File: config.mk
export PLATFORM = sky130hd
export DESIGN_NAME = sigma_block_mover
export DESIGN_NICKNAME = d
export VERILOG_FILES = /design/src/rtl/sigma_pkg.sv /design/src/rtl/sigma_block_mover.sv
export SDC_FILE = /design/constraint.sdc
export NUM_CORES = 1
export LEC_CHECK = 0
export BUFFER_PORTS_ARGS = -buffer_cell sky130_fd_sc_hd__buf_2
export CORE_AREA = 2 2 126 128
export CTS_CLUSTER_DIAMETER = 50
export CTS_CLUSTER_SIZE = 20
export DETAILED_ROUTE_END_ITERATION = 6
export DIE_AREA = 0 0 128 130
export PLACE_DENSITY = 0.61
export SYNTH_ARGS = -nofsm -noshare
export SYNTH_HDL_FRONTEND = slang
export SYNTH_SLANG_ARGS = --single-unit
File: constraint.sdc
create_clock -name clock -period 5.77 [get_ports clock]
set_input_delay 1.154 -clock clock [delete_from_list [all_inputs] [get_ports clock]]
set_output_delay 1.154 -clock clock [all_outputs]
set_load 0.01 [all_outputs]
File: src/rtl/sigma_pkg.sv
// Shared definitions for the Sigma memory-port block mover: bus widths,
// mover state encoding and the address wrap mask.
package sigma_pkg;

  localparam int unsigned SIGMA_ADDR_W = 17;
  localparam int unsigned SIGMA_DATA_W = 32;

  // Word pointers wrap modulo 2^17
  localparam logic [16:0] SIGMA_ADDR_MASK = 17'h1FFFF;

  typedef enum logic [1:0] {
    StIdle,
    StRead,
    StWrite,
    StDone
  } mover_state_e;

endpackage

File: src/rtl/sigma_block_mover.sv
// Block fill / block copy initiator on the Sigma word-addressed memory port.
// Address bits are numbered [15:31], data bits [0:31] (big-endian numbering).
// Optional feature: define MOVER_CHECKSUM_EN to add the `checksum` output, a
// wrapping 32-bit sum of every word written by the current command.
module sigma_block_mover
  import sigma_pkg::*;
#(
  parameter int unsigned ADDR_W = SIGMA_ADDR_W,
  parameter int unsigned DATA_W = SIGMA_DATA_W
) (
  input  logic                  clock,
  input  logic                  reset,
  input  logic                  cmd_valid,
  output logic                  cmd_ready,
  input  logic                  cmd_copy,
  input  logic [32-ADDR_W:31]   cmd_src,
  input  logic [32-ADDR_W:31]   cmd_dst,
  input  logic [32-ADDR_W:31]   cmd_count,
  input  logic [0:DATA_W-1]     cmd_fill,
  output logic [32-ADDR_W:31]   address,
  output logic                  write_en,
  output logic [0:DATA_W-1]     data_out,
  input  logic [0:DATA_W-1]     data_in,
  output logic                  busy,
`ifdef MOVER_CHECKSUM_EN
  output logic [0:DATA_W-1]     checksum,
`endif
  output logic                  done
);

  mover_state_e r_state, w_state_d;

  logic [32-ADDR_W:31] r_src, r_dst, r_remaining;
  logic [32-ADDR_W:31] w_src_inc, w_dst_inc;
  logic [0:DATA_W-1]   r_hold, r_fill;
  logic                r_copy;
  logic                w_accept;

  assign w_src_inc = (r_src + ADDR_W'(1)) & ADDR_W'(SIGMA_ADDR_MASK);
  assign w_dst_inc = (r_dst + ADDR_W'(1)) & ADDR_W'(SIGMA_ADDR_MASK);

  // State register
  always_ff @(posedge clock) begin
    if (reset) begin
      r_state <= StIdle;
    end else begin
      r_state <= w_state_d;
    end
  end

  // Next-state and bus/handshake decode; outputs depend on registers only
  always_comb begin
    w_state_d = r_state;
    w_accept  = 1'b0;
    cmd_ready = 1'b0;
    busy      = 1'b1;
    done      = 1'b0;
    address   = '0;
    write_en  = 1'b0;
    data_out  = '0;
    unique case (r_state)
      StIdle: begin
        cmd_ready = 1'b1;
        busy      = 1'b0;
        if (cmd_valid) begin
          w_accept = 1'b1;
          if (cmd_count == '0) begin
            w_state_d = StDone;
          end else if (cmd_copy) begin
            w_state_d = StRead;
          end else begin
            w_state_d = StWrite;
          end
        end
      end
      StRead: begin
        address   = r_src;
        w_state_d = StWrite;
      end
      StWrite: begin
        address  = r_dst;
        write_en = 1'b1;
        data_out = r_copy ? r_hold : r_fill;
        if (r_remaining == ADDR_W'(1)) begin
          w_state_d = StDone;
        end else if (r_copy) begin
          w_state_d = StRead;
        end else begin
          w_state_d = StWrite;
        end
      end
      StDone: begin
        done      = 1'b1;
        w_state_d = StIdle;
      end
      default: w_state_d = StIdle;
    endcase
  end

  // Command latch, pointer advance and read-data capture
  always_ff @(posedge clock) begin
    if (reset) begin
      r_src       <= '0;
      r_dst       <= '0;
      r_remaining <= '0;
      r_hold      <= '0;
      r_fill      <= '0;
      r_copy      <= 1'b0;
    end else if (w_accept) begin
      r_src       <= cmd_src;
      r_dst       <= cmd_dst;
      r_remaining <= cmd_count;
      r_fill      <= cmd_fill;
      r_copy      <= cmd_copy;
    end else begin
      if (r_state == StRead) begin
        r_hold <= data_in;
        r_src  <= w_src_inc;
      end
      if (r_state == StWrite) begin
        r_dst       <= w_dst_inc;
        r_remaining <= r_remaining - ADDR_W'(1);
      end
    end
  end

`ifdef MOVER_CHECKSUM_EN
  logic [0:DATA_W-1] r_checksum;

  // Running sum of written words; cleared per command, held after DONE
  always_ff @(posedge clock) begin
    if (reset) begin
      r_checksum <= '0;
    end else if (w_accept) begin
      r_checksum <= '0;
    end else if (r_state == StWrite) begin
      r_checksum <= r_checksum + data_out;
    end
  end

  assign checksum = r_checksum;
`endif

endmodule

# ---- After elaboration in Yosys (flattened, before gate mapping)
# Index checks and enable logic that the tools add are counted.
dict set report totals {
  reg_bits 118
  output_inout_bits 53
}
dict set report op_classes {
  add_sub_neg 3
  n_eq_ne 5
  mux 21
  bitwise_logic 1
  reduce_logical 5
}
# operator n
set op_table {}
lappend op_table {{$mux 17} 6}
lappend op_table {{$mux 32} 2}
lappend op_table {{$add 17x1->17 const B} 2}
lappend op_table {{$pmux 17 s2} 1}
lappend op_table {{$eq 17x1->1 const B} 1}
lappend op_table {{$logic_not 17->1} 1}
lappend op_table {{$sub 17x1->17 const B} 1}
lappend op_table {{$mux 2} 5}
lappend op_table {{$pmux 2 s4} 1}
lappend op_table {{$mux 1} 6}
lappend op_table {{$eq 2x2->1 const B} 2}
lappend op_table {{$reduce_bool 2->1} 2}
lappend op_table {{$eq 2x1->1 const B} 1}
lappend op_table {{$logic_not 2->1} 1}
lappend op_table {{$ne 2x2->1 const B} 1}
lappend op_table {{$reduce_and 2->1} 1}
lappend op_table {{$not 1->1} 1}

# ---- Logic depth before layout (Yosys ltp)
# Gate-level depths: netlist (run 1).
dict set report logic_depth {
  depth_word 4
  mapped_depth 7
  depth_no_buf 6
}

# ---- Worst setup path after synthesis (run 1)
# No wires, ideal clock.
dict set report synth_path {
  kind {flip-flop to output port}
  start {register r_state[0]}
  end {output address[24] (netlist name)}
  arrival_ns 1.588
  required_ns 4.616
  setup_slack_ns 3.028
  path_stages_with_launch 7
  path_buffers 2
  cell_sequence {dfxtp_1 -> inv_1 -> ha_1 -> clkbuf_1 -> clkbuf_1 -> nand2_1 -> a21boi_0}
}
dict set report synth_between {
  elab_chain_cells 2
  word_cells_on_any_way 3
  cone_classes {eq/ne (2); mux (1)}
}
# item line
set synth_lines {}
lappend synth_lines {{start: declaration} sigma_block_mover.sv:31} ;# mover_state_e r_state, w_state_d;
lappend synth_lines {{start signal: assignment} sigma_block_mover.sv:45} ;# r_state <= StIdle;
lappend synth_lines {{start signal: assignment} sigma_block_mover.sv:47} ;# r_state <= w_state_d;
lappend synth_lines {{$eq 2x2->1 / $eq 2x1->1 (equally long branches)} sigma_block_mover.sv:61} ;# unique case (r_state)
lappend synth_lines {{$pmux 17 s2 (*)} sigma_block_mover.sv:61}
lappend synth_lines {{end: declaration} sigma_block_mover.sv:20} ;# output logic [32-ADDR_W:31] address,
# Mark *: on every way between the ends. The rest lies on a longest branch, timed or not.

# ---- Worst setup path in the final report (run 1)
dict set report layout_path {
  start {register r_state[0]}
  end {output address[30] (netlist name)}
}
# Same word-level chain as after synthesis.

==> key figures, run 1 <==
Run status
  • Status: complete, no violations

Critical path
  • R2R depth: 6
  • Launch point of the worst reg-to-reg path: r_state[1]$_SDFFE_PP0P_
  • Worst R2R End: r_src[15]$_SDFFE_PP0P_
  • Setup CP Type: reg2out
  • Crit path DAT: between 2000 and 2500 ps
  • Worst reg-to-reg setup slack: between 2000 and 3000 ps
  • Worst setup SP type: register
  • Critical path capture point: address[30]
  • Worst-path fanout max: 39
  • Data required, critical path: approximately 4600 ps
  • Worst Setup SP: r_state[0]$_SDFFE_PP0P_
  • Crit end category: output port

Die
  • # rows: 46
  • Io pins: around 170
  • Core Area: 0.0154 sq mm
  • Die W: 128 um
  • Total die area: ~0.017 sq mm
  • Die height: between 100 and 150 um
  • Starting Density: 0.391

Power
  • VDD IR-drop max: about 0.00019 V
  • Pwr dens: between 300 and 400 mW/mm^2
  • Leak: between 2 and 3 nW

Cells and area
  • Layout area overhead: 24.1%
  • Final nets: between 900 and 1000
  • Layout cells sized above 1: 0.251
  • Fin cells: roughly 1100
  • Fillers: between 1500 and 2000
  • Ant diodes: 0

Synth
  • Share of the synthesized area in the top cell type: 0.392
  • Main flop type after synthesis: dfxtp_1
  • Warnings, synthesis: 0
  • Number of synthesized flops with an enable pin: 0
  • Syn Nets: between 800 and 900
  • Sequential area share after synthesis: 0.392
  • Avg Inst Size Synth: about 8.4 sq um
  • Most frequent cells after synthesis: dfxtp_1 (118), nor2_1 (86), nand2_1 (81), mux2i_1 (66), nor2b_1 (49)
  • Asr flop ratio synth: 0
  • Distinct cells, synth: 46
  • Mapped Area: ~0.0060 sq mm
  • Post-synthesis cell count: about 720
  • Largest cells by area after synthesis: dfxtp_1 (39%), mux2i_1 (11%), nor2_1 (5.4%)
  • Cell taking the most area after synthesis: dfxtp_1
  • Most common cell in the synthesized netlist: dfxtp_1
  • Post-synthesis register bit count: ~120

Global routing
  • Vias in the first global route: around 5000
  • Initial antenna violation count: 0
  • GRT overflow: 0
  • Pin count of the biggest net entering global routing: 90
  • GRT Total Usage: 0.197
  • First-pass GRT wire length: roughly 26000 um

CTS
  • CTS tree: built
  • Num CTS Buffers: 17
  • Max Root-Sink Buffers: 2
  • Clk root buf: clkbuf_16
  • Clock Sinks: about 120
  • Post-CTS Setup Repair Bufs: 0
  • Clock slew at reported path FFs: 50 ps
  • Clk_lat worst skew: roughly 400 ps
  • CTS Hold Buffers Added: 0
  • H-tree Lvls: 4
  • Post_cts resized: 0

Route
  • Residual DRC: 0
  • 1st-pass router iterations: 5
  • Drt initial violations: approximately 360
  • Routed len/inst: around 16 um
  • WL final: 16500 um
  • DRT antenna net count: 0
  • Vias per inst: around 5.3
  • Via count: 5589

Flow run
  • Maxcap violations: 0

STA
  • Fin crit share: 0.607
  • Slew @ Worst Pin: roughly 1100 ps
  • Min Tclk post-route: about 3500 ps
  • Clock Skew: just over 5 ps
  • Slew Limit Fails: 0
  • RSZ-0062 raised after global routing: false
  • Sum Neg Setup Slack: 0 ps
  • Fmax: approximately 290 MHz
  • Slew headroom: 0.234
  • Setup violators final: 0
  • Fin. Hold Viols: 0

Place
  • Port-buffer cells: 171
  • Placed cells: around 1000
  • GPL Wtd Cong: roughly 0.82
  • Hpwl dp: ~11000 um

Hold path
  • Worst Hold Class: reg2reg
==> where the power goes <==
group | switching [mW] | internal, mW | leakage, nW | total (mW)
clock | 0.347 | 0.582 | 0.261 | 0.929
combinational | 0.258 | 0.207 | 1.60 | 0.465
sequential | 0.101 | 0.899 | 0.970 | 0.999
==> layout make-up <==
cell class,instances,area [sq um],area share
flip-flops and latches,118,2360,0.316
multi-input cells,537,3420,0.458
repair buffers,176,896,0.120
well taps,192,240,0.0321
inverters,11,41.3,0.00552
clock buffers,24,492,0.0657
clock inverters,5,25.0,0.00334
==> sequential cells by signal, summed over array words and instances (netlist names) <==
signal and flops:
r_remaining 17, r_hold 32, r_state 2, r_src 17, r_copy 1, r_fill 32
r_dst 17
==> per-stage QoR <==
stage	hold slack, ps	setup slack [ps]	total power, mW	cell area, sq um	util
2_1_floorplan	436	3030	1.33	6030	-
3_5_place_dp	446	2690	1.48	6970	0.452
3_3_place_gp	442	2730	1.48	6970	0.452
5_1_grt	466	2090	2.52	7480	0.485
6_report	453	2270	2.39	7480	0.485
4_1_cts	453	2230	2.42	7480	0.485
==> kinds of logic (layout without fill, tap and decap cells) <==
logic type | count (synthesis) | after routing | share of synthesized area
multiplexers | 66 | 66 | 0.110
AO/OA/AOI/OAI | 113 | 113 | 0.125
XOR/XNOR | 37 | 37 | 0.0538
flip-flops | 118 | 118 | 0.392
AND/OR/NAND/NOR | 313 | 313 | 0.261
adder cells (fa/ha/maj) | 8 | 8 | 0.0166
buffers and inverters | 64 | 216 | 0.0419
==> how the worst min path moves through the flow <==
| stage | startpoint | end | slack (ps) | cells past startpoint |
|---|---|---|---|---|
| 3_3_place_gp | r_fill[15]$_SDFFE_PP0P_ | r_fill[15]$_SDFFE_PP0P_ | 440 | 2 |
| 5_1_grt | r_fill[21]$_SDFFE_PP0P_ | r_fill[21]$_SDFFE_PP0P_ | 470 | 2 |
| 4_1_cts | r_fill[2]$_SDFFE_PP0P_ | r_fill[2]$_SDFFE_PP0P_ | 450 | 2 |
| 6_report | r_fill[13]$_SDFFE_PP0P_ | r_fill[13]$_SDFFE_PP0P_ | 450 | 2 |
| 3_5_place_dp | r_fill[2]$_SDFFE_PP0P_ | r_fill[2]$_SDFFE_PP0P_ | 450 | 2 |
| 2_1_floorplan | r_fill[0]$_SDFFE_PP0P_ | r_fill[0]$_SDFFE_PP0P_ | 440 | 2 |
==> placed cells by master, fill, tap and decap left out, types with 6 or more instances in the layout <==
master	count
clkbuf_16	17
nor2b_1	49
nor4_1	19
buf_4	6
xnor2_1	29
ha_1	6
nand4_1	20
dfxtp_1	117
a21oi_1	35
nor3_1	16
nor2_1	86
or3_1	8
nand2_1	80
a22oi_1	16
mux2i_1	66
buf_2	170
nand3_1	8
a311oi_1	8
xor2_1	8
o21ai_0	7
a211oi_1	40
nor4_2	6
inv_1	10
==> worst max-delay path, stage by stage (launching register included) <==
cell and delay, ps:
dfxtp_1 340, inv_1 90, ha_2 560, buf_4 480, a22oi_1 120, nor2b_1 180
buf_2 150
==> routing by layer <==
layer | up-vias | routed length, um | global-route usage | share of wire
li1 | 2822 | - | - | -
met1 | 2589 | 7840 | 0.265 | 0.48
met2 | 154 | 7580 | 0.306 | 0.46
met3 | 24 | 801 | 0.0451 | 0.049
met4 | 0 | 274 | 0.0795 | 0.017
met5 | - | 0 | 0 | 0
(Power assumes the default switching activity.)
==> inputs of run 2 (changes only) <==
--- a/config.mk
+++ b/config.mk
@@ -11,7 +11,7 @@
 export CTS_CLUSTER_SIZE = 20
 export DETAILED_ROUTE_END_ITERATION = 6
 export DIE_AREA = 0 0 128 130
-export PLACE_DENSITY = 0.61
+export PLACE_DENSITY = 0.64
 export SYNTH_ARGS = -nofsm -noshare
 export SYNTH_HDL_FRONTEND = slang
 export SYNTH_SLANG_ARGS = --single-unit
==> constraint.sdc (replaced) <==
create_clock -name clock -period 3.1 [get_ports clock]
set_input_delay 0.62 -clock clock [delete_from_list [all_inputs] [get_ports clock]]
set_output_delay 0.62 -clock clock [all_outputs]
set_load 0.01 [all_outputs]
==> run 2 against run 1 <==
Compared with the run above:
- combinational power up 94%
- flip-flop and latch count unchanged
- wire length down 2.8%
- design area up 2.0%
- power up 96%
- via count down 0.25%
- die area unchanged
- first-iteration DRC count down 2.8%
- sequential share of layout area down 0.61 points
- clock-buffer cell count down 5
- core utilization up 0.95 points
- worst setup slack worse by 1800 ps
- critical endpoint is now data_out[0]
- largest power group is now the clock network
==> key figures, run 2 (synthesized netlist as in run 1, its figures left out) <==
Power
  • Sw Pwr: about 1.4 mW
  • Int Pwr: 3.33 mW
  • Pwr dens: between 600 and 700 mW/mm^2
  • Clk pwr share: 0.417
  • Leak: roughly 2.9 nW
  • Seq pwr share: 0.391
  • Combinational power share: 0.192
  • Sw frac: 0.291
  • VDD IR-drop max: approximately 0.00036 V

Critical path
  • R2R depth: 7
  • Worst Path Buf+Inv: 3
  • Crit end category: output port
  • Crit path DAT: 2000 ps
  • Launch point of the worst reg-to-reg path: r_state[0]$_SDFFE_PP0P_
  • Slowest stage delay, CP: roughly 460 ps
  • CP delay by family, top: buffers and inverters
  • Worst R2R End: r_remaining[15]$_SDFFE_PP0P_
  • Worst reg-to-reg setup slack: 890 ps
  • Critical Path, Cell by Cell: inv_1 -> ha_2 -> buf_4 -> nor2b_1 -> buf_2
  • Worst path slowest cell: ha_2
  • Setup CP Type: reg2out
  • Worst-path fanout max: 32
  • Worst setup SP type: register
  • Data required, critical path: 2480 ps

Cells and area
  • Fillers: about 1500
  • Register area: 0.00236 sq mm
  • Final core occ: 0.495
  • Layout area overhead: 26.6%
  • Final nets: around 1000
  • Multi-input logic area: 0.00342 sq mm
  • Commonest non-fill, non-tap cells in the layout: buf_2 (170), dfxtp_1 (117), nor2_1 (86)
  • Leading cell type in the layout, fill and taps excluded: buf_2
  • Fin cells: 1073
  • Post-route cell area: 0.00763 sq mm
  • Top Registers: r_fill: 32 flops, r_hold: 32 flops
  • Layout cells sized above 1: 0.260

CTS
  • Num CTS Buffers: 17
  • Clk root buf: clkbuf_16
  • Post_cts resized: 0
  • Clock slew at reported path FFs: about 50 ps
  • CTS Hold Buffers Added: 0
  • Max Root-Sink Buffers: 2
  • Post-CTS Setup Repair Bufs: 0
  • CTS tree: built
  • Clock Sinks: about 120
  • Clk_lat worst skew: between 400 and 500 ps
  • H-tree Lvls: 4

STA
  • Fmax: 381 MHz
  • Fin. Hold Viols: 0
  • Min Tclk post-route: 2620 ps
  • Clock Skew: approximately 6.7 ps
  • Slew Limit Fails: 0
  • RSZ-0062 raised after global routing: false
  • Fin crit share: 0.846
  • Slew headroom: 0.549
  • Setup violators final: 0
  • Sum Neg Setup Slack: 0 ps
  • Slew @ Worst Pin: between 600 and 700 ps

Global routing
  • GRT Total Usage: 0.193
  • Initial antenna violation count: 1
  • Pin count of the biggest net entering global routing: between 60 and 70
  • Gr busiest metal: met2
  • Vias in the first global route: 5222
  • Met1 track demand over resource: 0.258
  • First-pass GRT wire length: approximately 25000 um
  • Met3 usage: 0.0406
  • GRT overflow: 0
  • Met2 track demand over resource: 0.311

Route
  • Residual DRC: 0
  • Vias per inst: about 5.2
  • Via count: 5575
  • 1st-pass router iterations: 5
  • Routed len/inst: 15.0 um
  • WL final: 16000 um
  • Drt initial violations: between 300 and 400
  • DRT antenna net count: 0

Place
  • GPL Wtd Cong: slightly below 0.8
  • Placed cells: about 1000
  • Placed cell area: just over 0.007 sq mm
  • Hpwl dp: ~11000 um
  • Port-buffer cells: roughly 170

Hold path
  • Hold Path Depth: 3
  • Hold EP: r_hold[20]$_SDFFE_PP0P_
  • Worst Hold Class: in2reg
  • HP Start: data_in[20]

Die
  • Die height: 130 um
  • Total die area: 0.0166 sq mm
  • Core Area: between 0.015 and 0.02 sq mm
  • Io pins: 172
  • Die W: 128 um
  • # rows: 46
  • Starting Density: 0.391

Run status
  • Status: complete, no violations

Flow run
  • Maxcap violations: 0
[run 2: cell count changes in the layout (fill, tap and decap cells not counted), sizes merged]
| cell | previous run | this run |
|---|---|---|
| bufinv | 0 | 3 |
| clkinv | 5 | 6 |
| clkbuf | 24 | 19 |
| clkinvlp | 0 | 4 |
| diode | 0 | 1 |
| buf | 176 | 182 |
[run 2: worst max path at each step]
| stage | start | endpoint | slack [ps] | cells after the start |
|---|---|---|---|---|
| floorplan | r_state[0]$_SDFFE_PP0P_ | address[24] | 890 | 6 |
| global placement | r_state[0]$_SDFFE_PP0P_ | address[18] | 910 | 6 |
| detailed placement | r_state[0]$_SDFFE_PP0P_ | r_remaining[15]$_SDFFE_PP0P_ | 890 | 7 |
| CTS | r_state[0]$_SDFFE_PP0P_ | address[18] | 440 | 6 |
| global route | r_state[0]$_SDFFE_PP0P_ | data_out[10] | 300 | 5 |
| finish | r_state[0]$_SDFFE_PP0P_ | data_out[0] | 480 | 5 |
[run 2: metal layers]
metal | vias to the layer above | wire, um
met2 | 171 | 7370
met4 | 0 | 255
met3 | 20 | 813
li1 | 2832 | -
met1 | 2552 | 7600
met5 | - | 0
[run 2: power by group through the flow]
| stage | sequential [mW] | combinational, mW | clock (mW) |
|---|---|---|---|
| finish | 1.84 | 0.901 | 1.96 |
| global route | 1.86 | 1.01 | 2.07 |
| CTS | 1.83 | 0.912 | 2.01 |
| detailed placement | 1.86 | 0.906 | 0 |
| global placement | 1.86 | 0.900 | 0 |
| floorplan | 1.81 | 0.663 | 0 |
[run 2: worst min-delay path: cells and delay by family]
| kind | cells | cell delay (ps) |
|---|---|---|
| and+or+nand+nor | 1 | 70 |
| muxes | 1 | 50 |
| buffers and inverters | 1 | 70 |
[run 2: layout make-up]
class | count | share of cell area
multi-input combinational | 537 | 0.449
sequential | 118 | 0.310
timing repair buffer | 182 | 0.127
clock buffer | 19 | 0.0567
tap | 192 | 0.0315
clock inverter | 13 | 0.0207
inverter | 11 | 0.00541
antenna | 1 | 0.000328
[run 2: through the flow]
step / power, mW / setup slack, ps / hold WS [ps]
after floorplan: 2.47 / 892 / 436
after global routing: 4.94 / 304 / 427
after detailed placement: 2.77 / 894 / 446
after CTS: 4.75 / 444 / 428
final: 4.69 / 476 / 444
after global placement: 2.76 / 910 / 441
